===== src/rtl/serial_word_fifo.sv =====
// Bit-serial (MSB first) to word deserialiser feeding a circular FIFO,
// with occupancy and sticky overflow/underflow reporting.
module serial_word_fifo #(
    parameter int DATA_W    = 8,
    parameter int DEPTH     = 8,
    parameter int BIT_TICKS = 10,
    localparam int CNT_W    = $clog2(DEPTH + 1)
) (
    input  logic              clock1M,
    input  logic              reset,
    input  logic              data_in,
    input  logic              write_in,
    input  logic              dequeue_in,
    input  logic              clear_flags,
    output logic [DATA_W-1:0] data_out,
    output logic              status_out,
    output logic              empty_out,
    output logic [CNT_W-1:0]  count_out,
    output logic              overflow_out,
    output logic              underflow_out
);

    localparam int TICK_W = $clog2(BIT_TICKS);
    localparam int BIT_W  = $clog2(DATA_W);
    localparam int PTR_W  = $clog2(DEPTH);

    localparam logic [TICK_W-1:0] TICK_LAST = TICK_W'(BIT_TICKS - 1);
    localparam logic [TICK_W-1:0] TICK_MID  = TICK_W'(BIT_TICKS / 2);
    localparam logic [BIT_W-1:0]  BIT_LAST  = BIT_W'(DATA_W - 1);
    localparam logic [PTR_W-1:0]  PTR_LAST  = PTR_W'(DEPTH - 1);
    localparam logic [CNT_W-1:0]  CNT_FULL  = CNT_W'(DEPTH);

    logic [TICK_W-1:0] r_tick;
    logic [BIT_W-1:0]  r_bitcnt;
    logic [DATA_W-1:0] r_shift;
    logic [DATA_W-1:0] r_mem [DEPTH];
    logic [PTR_W-1:0]  r_wr_ptr;
    logic [PTR_W-1:0]  r_rd_ptr;
    logic [CNT_W-1:0]  r_count;
    logic [DATA_W-1:0] r_data;
    logic              r_deq_q;
    logic              r_ovf;
    logic              r_udf;

    logic              w_sample;
    logic              w_done;
    logic [DATA_W-1:0] w_word;
    logic              w_pop_req;
    logic              w_pop_acc;
    logic              w_push_acc;

    assign w_sample   = write_in && (r_tick == TICK_MID);
    assign w_done     = w_sample && (r_bitcnt == BIT_LAST);
    assign w_word     = {r_shift[DATA_W-2:0], data_in};
    assign w_pop_req  = dequeue_in && !r_deq_q;
    assign w_pop_acc  = w_pop_req && (r_count != '0);
    // A full FIFO still takes the word when a pop frees a slot this cycle
    assign w_push_acc = w_done && ((r_count != CNT_FULL) || w_pop_acc);

    always_ff @(posedge clock1M) begin
        if (w_push_acc) begin
            r_mem[r_wr_ptr] <= w_word;
        end
    end

    always_ff @(posedge clock1M) begin
        if (!reset) begin
            r_tick   <= '0;
            r_bitcnt <= '0;
            r_shift  <= '0;
            r_wr_ptr <= '0;
            r_rd_ptr <= '0;
            r_count  <= '0;
            r_data   <= '0;
            r_deq_q  <= 1'b0;
            r_ovf    <= 1'b0;
            r_udf    <= 1'b0;
        end else begin
            r_deq_q <= dequeue_in;

            if (!write_in) begin
                r_tick   <= '0;
                r_bitcnt <= '0;
            end else begin
                r_tick <= (r_tick == TICK_LAST) ? '0 : r_tick + 1'b1;
                if (w_sample) begin
                    r_shift  <= w_word;
                    r_bitcnt <= w_done ? '0 : r_bitcnt + 1'b1;
                end
            end

            if (w_push_acc) begin
                r_wr_ptr <= (r_wr_ptr == PTR_LAST) ? '0 : r_wr_ptr + 1'b1;
            end

            if (w_pop_acc) begin
                r_data   <= r_mem[r_rd_ptr];
                r_rd_ptr <= (r_rd_ptr == PTR_LAST) ? '0 : r_rd_ptr + 1'b1;
            end

            r_count <= r_count + CNT_W'(w_push_acc) - CNT_W'(w_pop_acc);

            // Set events take priority over a simultaneous clear
            if (w_done && !w_push_acc) begin
                r_ovf <= 1'b1;
            end else if (clear_flags) begin
                r_ovf <= 1'b0;
            end

            if (w_pop_req && (r_count == '0)) begin
                r_udf <= 1'b1;
            end else if (clear_flags) begin
                r_udf <= 1'b0;
            end
        end
    end

    assign data_out      = r_data;
    assign status_out    = (r_count == CNT_FULL);
    assign empty_out     = (r_count == '0);
    assign count_out     = r_count;
    assign overflow_out  = r_ovf;
    assign underflow_out = r_udf;

endmodule


===== config.mk =====
export PLATFORM = sky130hd
export DESIGN_NAME = serial_word_fifo
export DESIGN_NICKNAME = d
export VERILOG_FILES = /design/src/rtl/serial_word_fifo.sv
export SDC_FILE = /design/constraint.sdc
export NUM_CORES = 1
export LEC_CHECK = 0
export ABC_CLOCK_PERIOD_IN_PS = 3100
export CAP_MARGIN = 10
export CORE_ASPECT_RATIO = 0.75
export CORE_UTILIZATION = 35
export DETAILED_ROUTE_END_ITERATION = 12
export PLACE_DENSITY = 0.62
export SETUP_SLACK_MARGIN = 0.02
export SLEW_MARGIN = 10
export SYNTH_ARGS = -nofsm -noshare
export SYNTH_HDL_FRONTEND = slang
export SYNTH_SLANG_ARGS = --single-unit

===== constraint.sdc =====
create_clock -name clock1M -period 3.1 [get_ports clock1M]
set_input_delay 0.465 -clock clock1M [delete_from_list [all_inputs] [get_ports clock1M]]
set_output_delay 0.465 -clock clock1M [all_outputs]
set_load 0.01 [all_outputs]

==> run metrics, run 1 <==
status complete, but fails checks; failing checks DRC; crit-path max FO 3; Post-Route WL 7220 um; Startpoint Class flip-flop; Diodes inserted 0; Peak VDD IR 0.255 mV; clk slew on worst S/H paths 0.07 ns; Synth Area in XOR/XNOR less than 1%; CP Capture Type primary output; multiplexer area fraction after synthesis 11.3%; Synth cell types 39; final hold violation count 0; post-CTS resize count 0; Post-Synth Adder-Cell Area 4.58%; clk_skew 0.00803 ns; hold depth 2; root buffer cell clkbuf_16; Setup violations, final 0; share of synthesized registers carrying an async set or reset 0%; core area 11000 um^2; final period utilization 77.4%; syn nets 289; top sig layer met4; CTS Buf Count 9; design area 4680 um^2; TritonRoute pass-1 iters 8; Die Span Y 94.4 um; first-pass GRT wire length around 12000 um; Congestion Overflow GR 0; Max Cap Violations 0; Ys Warns 0; largest family of logic cells by synthesized area multiplexers; area delta synth->final 17.4%; r2r setup slk 0.72 ns; Die W 125 um; number of routed nets with antenna violations 0; metal2 WL 3210 um; Placed Area about 4400 um^2; R2R depth 9; Initial DRC Count 171; PwrDens slightly below 700 nW/um^2; starting density of the core 36.1%; Relative slew margins 38.5%; Fillers 982; min Tclk post-route 2.40 ns; ys flop type edfxtp_1; HPWL after detailed placement 4690 um; wire per inst 16.2 um; setup_tns 0 ns; NumNets Final 320; metal3 WL 174 um; required time of the worst setup path 2.63 ns; dominant cells by area after synthesis edfxtp_1 (48%), dfxtp_1 (18%), mux4_2 (9.0%), ha_1 (4.1%), nand2_1 (2.6%); unrepaired setup endpoints after global routing no; most common cell after layout, fill and taps aside edfxtp_1; Site Rows 33; fmax 0.417 GHz; leakage 1.63 nW; total power roughly 0.0032 W; sequential area share after synthesis 65.8%; Syn Area/Cell 14.8 um^2; cell taking the most area after synthesis edfxtp_1; CP startpoint count_out[2]$_SDFF_PN0_; Critical path destination empty_out; layout cells sized above 1 16.4%; DRC errors left 2; vias per cell just under 5; CP arrival 1.93 ns; setup bufs post-CTS 0; Ports 22; Hold Crit Class reg -> reg; Total GRT Usage 13.8%; routed via count 2177; Yosys top cell area share around half; clk_lat worst skew 0.35 ns; compound-gate portion of the synthesized area 6.41%; Post-synth EDFFs 64; H-Tree Depth 3; initial antenna violation count 0; post-synthesis simple-gate area fraction under 10%; Die ar. 11800 um^2; Final Max Slew Viols 0; FF+latch count, synth 99; Clock Sinks 99; Post-Synthesis Cells 269; most frequent cells in the layout edfxtp_1 (64), dfxtp_1 (35), nand2_1 (28), clkdlybuf4s50_1 (21), mux4_2 (16); WS Path Type reg -> out; CTS Buffer Depth 2; reg-to-reg startpoint r_tick[0]$_SDFF_PP0_; FF-to-FF End count_out[2]$_SDFF_PN0_; I/O Buffers 21; cell area after synthesis 3990 um^2; met1 wire length 3700 um; largest net degree at the start of global routing 20; Slew @ Worst Pin 0.921 ns; number of global-route vias before repair ~2100; RD Place Congestion 0.721; Hold-fix buffers, CTS 0; CTS tree done
metal layers:
layer | vias up | GRT usage [%]
li1 | 1063 | -
met1 | 1079 | 19.1
met2 | 22 | 20.5
met3 | 13 | 3.91
met4 | 0 | 5.79
met5 | - | 0
cell usage after synthesis, types with 2 or more instances:
cell and instances:
xnor2_1 2, dfxtp_1 35, mux2i_1 9, and2_1 5
edfxtp_1 64, or3b_4 2, xor2_1 2, a21boi_0 9
buf_2 4, a21boi_1 4, ha_1 13, clkbuf_1 5
a21oi_1 12, nor2b_1 2, inv_1 9, nand2_1 28
nand2b_1 5, or3_1 3, mux4_2 16, nor3_1 5
nor2_1 9, o21ai_0 9
worst max-delay path, cell delays in order (launching register included):
cell,delay (ns)
dfxtp_1,0.31
inv_1,0.10
ha_1,0.19
or3b_4,0.40
inv_2,0.06
clkdlybuf4s50_1,0.53
stage by stage:
step | util [%] | setup slack [ns] | hold WS, ns | cells
after floorplan | - | 0.708 | 0.434 | 269
after global placement | 39.8 | 0.397 | 0.442 | 429
after detailed placement | 39.8 | 0.352 | 0.461 | 429
after CTS | 42.4 | 0.676 | 0.471 | 445
after global routing | 42.4 | 0.523 | 0.491 | 445
final | 42.4 | 0.701 | 0.466 | 445
worst min path at each step:
stage,startpoint,to,slack (ns)
2_1_floorplan,r_tick[0]$_SDFF_PP0_,r_tick[0]$_SDFF_PP0_,0.43
3_3_place_gp,r_bitcnt[2]$_SDFFE_PN0P_,r_bitcnt[2]$_SDFFE_PN0P_,0.44
3_5_place_dp,r_bitcnt[1]$_SDFFE_PN0P_,r_bitcnt[1]$_SDFFE_PN0P_,0.46
4_1_cts,r_bitcnt[1]$_SDFFE_PN0P_,r_bitcnt[1]$_SDFFE_PN0P_,0.47
5_1_grt,overflow_out$_SDFFE_PN0P_,overflow_out$_SDFFE_PN0P_,0.49
6_report,r_bitcnt[2]$_SDFFE_PN0P_,r_bitcnt[2]$_SDFFE_PN0P_,0.47
state kept, by name, indices dropped and copies added (netlist names):
register	count
count_out	4
data_out	8
overflow_out	1
r_bitcnt	3
r_deq_q	1
r_mem	64
r_rd_ptr	3
r_shift	7
r_tick	4
r_wr_ptr	3
underflow_out	1
layout make-up:
cell class                      count  area [um^2]  area share (%)
Timing Repair Buffer               32          293            6.26
Tap cell                          140          175            3.74
Sequential cell                    99         2620            56.0
Clock inverter                      7         62.6            1.34
Clock buffer                        9          225            4.81
Inverter                           10         37.5           0.802
Multi-Input combinational cell    148         1260            27.0
power breakdown:
| part | internal (W) | switching [W] |
|---|---|---|
| clock network | 0.000559 | 0.000507 |
| registers | 0.00145 | 0.0000585 |
| logic | 0.000313 | 0.000268 |
cells by family after synthesis:
group | Yosys count
buffers and inverters | 22
XOR/XNOR | 4
multiplexers | 25
AO/OA/AOI/OAI | 39
AND/OR/NAND/NOR | 66
adder cells (fa/ha/maj) | 14
flip-flops | 99
Note: power is estimated with default switching activity, not from simulation.
==> run 2: changes to the inputs <==
--- a/config.mk
+++ b/config.mk
@@ -5,12 +5,12 @@
 export SDC_FILE = /design/constraint.sdc
 export NUM_CORES = 1
 export LEC_CHECK = 0
-export ABC_CLOCK_PERIOD_IN_PS = 3100
+export ABC_CLOCK_PERIOD_IN_PS = 2100
 export CAP_MARGIN = 10
 export CORE_ASPECT_RATIO = 0.75
 export CORE_UTILIZATION = 35
 export DETAILED_ROUTE_END_ITERATION = 12
-export PLACE_DENSITY = 0.62
+export PLACE_DENSITY = 0.64
 export SETUP_SLACK_MARGIN = 0.02
 export SLEW_MARGIN = 10
 export SYNTH_ARGS = -nofsm -noshare
==> constraint.sdc (replaced) <==
create_clock -name clock1M -period 2.1 [get_ports clock1M]
set_input_delay 0.315 -clock clock1M [delete_from_list [all_inputs] [get_ports clock1M]]
set_output_delay 0.315 -clock clock1M [all_outputs]
set_load 0.01 [all_outputs]
==> run 2 against run 1 <==
The run still ends with DRC left. Via count rose by 2.5%. Combinational power is 84% higher. Non-clock buffer count up 17. Critical path depth rose by 6. Clock skew grew 0.00096 ns. Sequential power rose by 46%. First-iteration DRC count fell by 4.1%. Total power increased by 59%. Clock power is 64% higher. Final cell count grew 3.8%. Sequential cell count is the same. Sequential share of layout area decreased by 2.6 points. Critical endpoint is now count_out[2]$_SDFF_PN0_. Largest power group unchanged. Highest routed layer unchanged.
==> run metrics, run 2 (synthesis gave the netlist of run 1 again) <==
status complete, but fails checks; failing checks DRC; Final Max Slew Viols 0; clk_lat worst skew 0.34 ns; clk_skew 0.00899 ns; CTS Buffer Depth 2; RD Place Congestion 0.683; Comb power frac about a fifth; design area 4920 um^2; TritonRoute pass-1 iters 8; CP arrival 2.32 ns; clock share of power 34.8%; NumNets Final 337; switch share 24.4%; Slowest cell on crit path or3b_4; Relative slew margins 62.1%; DRC errors left 2; P_int 0.00380 W; H-Tree Depth 3; Total GRT Usage 13.0%; WP buf/inv 3; area delta synth->final 23.4%; CTS tree done; number of routed nets with antenna violations 0; first-pass GRT wire length 11200 um; Placed Area ~4500 um^2; Worst Hold Path EP r_bitcnt[1]$_SDFFE_PN0P_; vias per cell ~4.8; HPWL after detailed placement 4750 um; CP Capture Type flip-flop; hold depth 2; Startpoint Class flip-flop; sequential share of power 44.0%; Final WS setup 0.0119 ns; initial antenna violation count 0; min Tclk post-route 2.09 ns; core area 11000 um^2; leakage 1.78 nW; Max stage delay on crit path 0.39 ns; routed via count 2232; Ports 22; DP Worst Slack -0.180 ns; most frequent CP cell inv_4; fmax 0.479 GHz; r2r setup slk 0.01 ns; Site Rows 33; PwrDens ~1000 nW/um^2; Fillers 940; wire per inst 15.4 um; starting density of the core 36.1%; Die ar. 11800 um^2; unrepaired setup endpoints after global routing yes; crit-path max FO 3; Largest register FFs 64; FF-to-FF End count_out[2]$_SDFF_PN0_; most common cell after layout, fill and taps aside edfxtp_1; layout cells sized above 1 25.8%; Die Span Y between 90 and 100 um; final hold violation count 0; Post-Route WL 7100 um; Hold Startpoint r_bitcnt[1]$_SDFFE_PN0P_; largest net degree at the start of global routing 29; reg-to-reg startpoint count_out[2]$_SDFF_PN0_; clk slew on worst S/H paths 0.06 ns; most frequent cells in the layout edfxtp_1 (64), dfxtp_1 (33), nand2_1 (27), buf_4 (27), clkdlybuf4s50_1 (19); WS Path Type reg -> reg; Max Cap Violations 0; root buffer cell clkbuf_16; R2R depth 11; setup_tns 0 ns; Initial DRC Count roughly 160; sw power 0.00122 W; number of global-route vias before repair 2035; Peak VDD IR 0.453 mV; Diodes inserted 0; Hold Crit Class reg -> reg; Top reg by flops r_mem; Die W around 130 um; Congestion Overflow GR 0; required time of the worst setup path between 2 and 2.5 ns; crit-path cells inv_4 -> ha_4 -> or3b_4 -> inv_4 -> nor2_4 -> o21ai_2 -> ha_2 -> inv_2 -> fa_2 -> xnor2_1 -> and2_1; Slew @ Worst Pin 0.568 ns; CTS Buf Count 9; Clock Sinks 99; CP delay by family, top adder cells; final period utilization 99.4%; Setup violations, final 0; I/O Buffers 21
[run 2: changes by cell type in the layout (fill, tap and decap cells not counted), moves of 2 or more]
cell,delta
dfxtp_2,+2
nor3_1,-3
bufinv_16,+2
clkdlybuf4s50_1,-2
dfxtp_1,-2
nor3_2,+3
ha_1,-2
inv_1,-3
buf_4,+16
[run 2: final cells by class]
cell class | count | area, um^2 | share of cell area [%]
clock buffers | 11 | 243 | 4.94
clock inverters | 5 | 77.6 | 1.58
inverters | 10 | 42.5 | 0.865
multi-input cells | 148 | 1330 | 27.0
flip-flops and latches | 99 | 2630 | 53.4
well taps | 140 | 175 | 3.56
repair buffers | 49 | 427 | 8.68
[run 2: worst max path at each step]
stage,from,to,cells past startpoint
after floorplan,count_out[2]$_SDFF_PN0_,count_out[2]$_SDFF_PN0_,12
after global placement,write_in,count_out[2]$_SDFF_PN0_,9
after detailed placement,write_in,count_out[2]$_SDFF_PN0_,9
after CTS,count_out[2]$_SDFF_PN0_,count_out[2]$_SDFF_PN0_,11
after global routing,count_out[2]$_SDFF_PN0_,count_out[2]$_SDFF_PN0_,11
final,count_out[2]$_SDFF_PN0_,count_out[2]$_SDFF_PN0_,11
[run 2: what timing repair did]
item                                    4_1_cts  5_1_grt
endpoints found under the setup margin        5       36
pin swaps                                     1        1
hold buffers                                  0        0
gates resized for setup                       4        7
buffers inserted                              2        2
gates cloned                                  0        0
[run 2: tightest hold or removal path: stages, from the launching register on]
cell	delay, ns
dfxtp_1	0.31
nand2_1	0.05
a21oi_1	0.05
[run 2: power by group through the flow]
stage	sequential [W]	combinational, W	clock, W
global route	0.00222	0.00117	0.00186
CTS	0.00221	0.00105	0.00179
detailed placement	0.00225	0.00102	0
finish	0.00221	0.00107	0.00175
global placement	0.00225	0.00101	0
floorplan	0.00229	0.000589	0
[run 2: routing by layer]
layer | track usage (%) | up-vias | share of wire (%)
li1 | - | 1094 | -
met1 | 17.7 | 1100 | 49
met2 | 20.1 | 33 | 47
met3 | 3.74 | 5 | 3.6
met4 | 4.27 | 0 | 0.75
met5 | 0 | - | 0
[run 2: through the flow]
stage	cells	hold slack, ns	total power [W]	utilization (%)
2_1_floorplan	269	0.414	0.00288	-
3_3_place_gp	442	0.441	0.00326	41.2
3_5_place_dp	442	0.459	0.00327	41.2
4_1_cts	460	0.468	0.00504	44.3
5_1_grt	462	0.476	0.00526	44.6
6_report	462	0.466	0.00502	44.6
==> run 3: changes to the inputs <==
--- a/config.mk
+++ b/config.mk
@@ -9,9 +9,11 @@
 export CAP_MARGIN = 10
 export CORE_ASPECT_RATIO = 0.75
 export CORE_UTILIZATION = 35
+export CTS_CLUSTER_DIAMETER = 40
 export DETAILED_ROUTE_END_ITERATION = 12
 export PLACE_DENSITY = 0.64
 export SETUP_SLACK_MARGIN = 0.02
+export SKIP_CTS_REPAIR_TIMING = 1
 export SLEW_MARGIN = 10
 export SYNTH_ARGS = -nofsm -noshare
 export SYNTH_HDL_FRONTEND = slang
==> run 3 against run 2 <==
The run ends with DRC, setup timing left. Largest power group unchanged. Sequential share of layout area is the same. Count of clock-buffer cells in the layout is the same. Sequential power is essentially flat. Critical path type unchanged.
==> run metrics, run 3 (synthesis gave the netlist of run 1 again) <==
status complete, but fails checks; failing checks DRC, setup timing; number of routed nets with antenna violations 0; Startpoint Class flip-flop; CTS Buf Count 9; Initial DRC Count around 160; clk slew on worst S/H paths 0.06 ns; largest net degree at the start of global routing 29; Peak VDD IR 0.451 mV; DRC errors left 2; final hold violation count 0; Setup violations, final 1; leakage 1.80 nW; crit-path max FO 3; CTS tree done; vias per cell 4.83; HPWL after detailed placement roughly 4700 um; starting density of the core 36.1%; CP Capture Type flip-flop; CTS Buffer Depth 2; WS Path Type reg -> reg; Max Cap Violations 0; clk_lat worst skew 0.34 ns; I/O Buffers 21; Largest register FFs 64; Diodes inserted 0; RD Place Congestion 0.683; unrepaired setup endpoints after global routing yes; Top reg by flops r_mem; Congestion Overflow GR 0; TritonRoute pass-1 iters 8; layout cells sized above 1 24.6%; Die W 125 um; first-pass GRT wire length ~11000 um; wire per inst 15.3 um; Final WS setup -0.00238 ns; Final Max Slew Viols 0; final period utilization 100%; min Tclk post-route 2.10 ns; Total GRT Usage 13.0%; core area 11000 um^2; initial antenna violation count 0; setup_tns -0.00238 ns; most common cell after layout, fill and taps aside edfxtp_1; Relative slew margins 62.1%; most frequent cells in the layout edfxtp_1 (64), dfxtp_1 (33), nand2_1 (27), buf_4 (26), clkdlybuf4s50_1 (19); Ports 22; PwrDens 1020 nW/um^2; WHS 0.466 ns; required time of the worst setup path 2.33 ns; H-Tree Depth 3; area delta synth->final 23.4%; Hold Crit Class reg -> reg; NumNets Final 336; DP Worst Slack -0.180 ns; Clock Sinks 99; Post-Route WL 7070 um; CP arrival roughly 2.3 ns; clk_skew 0.00731 ns; Slew @ Worst Pin 0.567 ns; routed via count between 2000 and 2500; Die Span Y 94.4 um; fmax roughly 0.48 GHz; Site Rows 33; number of global-route vias before repair 2028; root buffer cell clkbuf_16; Die ar. 11800 um^2
==> run 3: changes by cell type in the layout (fill, tap and decap cells not counted), sizes merged <==
cell and delta:
buf -1, clkbuf -1, dlygate4sd2 -1, dlymetal6s2s +2
==> run 3: metrics by stage <==
stage	utilization, %	power, W	area (um^2)	cells
final	44.6	0.00503	4920	461
after global routing	44.6	0.00528	4920	461
after CTS	44.1	0.00502	4860	458
after detailed placement	41.2	0.00327	4540	442
after global placement	41.2	0.00326	4540	442
after floorplan	-	0.00288	4030	269
==> run 3: final timing paths <==
kind,startpoint,to,slack [ns],depth (start not counted)
worst max-delay path,count_out[2]$_SDFF_PN0_,count_out[2]$_SDFF_PN0_,-0.002,11
worst min-delay path,r_bitcnt[1]$_SDFFE_PN0P_,r_bitcnt[1]$_SDFFE_PN0P_,0.47,2
worst max register to register,count_out[2]$_SDFF_PN0_,count_out[2]$_SDFF_PN0_,-0.002,11
worst min register to register,r_bitcnt[1]$_SDFFE_PN0P_,r_bitcnt[1]$_SDFFE_PN0P_,0.47,2
==> run 3: critical path, cell delays in order, from the launching register on <==
cell and delay, ns:
dfxtp_2 0.34, inv_4 0.07, ha_4 0.13, or3b_4 0.39, inv_4 0.08, nor2_4 0.05, o21ai_2 0.13, ha_2 0.20
inv_2 0.04, fa_2 0.32, xnor2_1 0.12, and2_1 0.14
==> run 3: cell type report <==
class	count	area [um^2]
timing repair buffer	48	430
clock buffer	11	243
inverter	10	42.5
fill	935	6110
sequential	99	2630
clock inverter	5	77.6
multi-input combinational	148	1320
tap	140	175
==> run 3: routing by layer <==
layer  wire, um  share of wire [%]  GRT usage (%)  up-vias
li1           -                  -              -     1092
met1       3500                 49           17.7     1100
met2       3300                 47           20.0       30
met3        198                2.8           3.74        5
met4         68               0.96           4.27        0
met5          0                  0              0        -
==> run 3: power by group <==
group / switching (W) / leakage, nW / total (W) / internal (W)
combinational: 0.000488 / 0.675 / 0.00108 / 0.000593
clock: 0.000670 / 0.157 / 0.00174 / 0.00107
sequential: 0.0000629 / 0.972 / 0.00221 / 0.00215
total: 0.00122 / 1.80 / 0.00503 / 0.00381
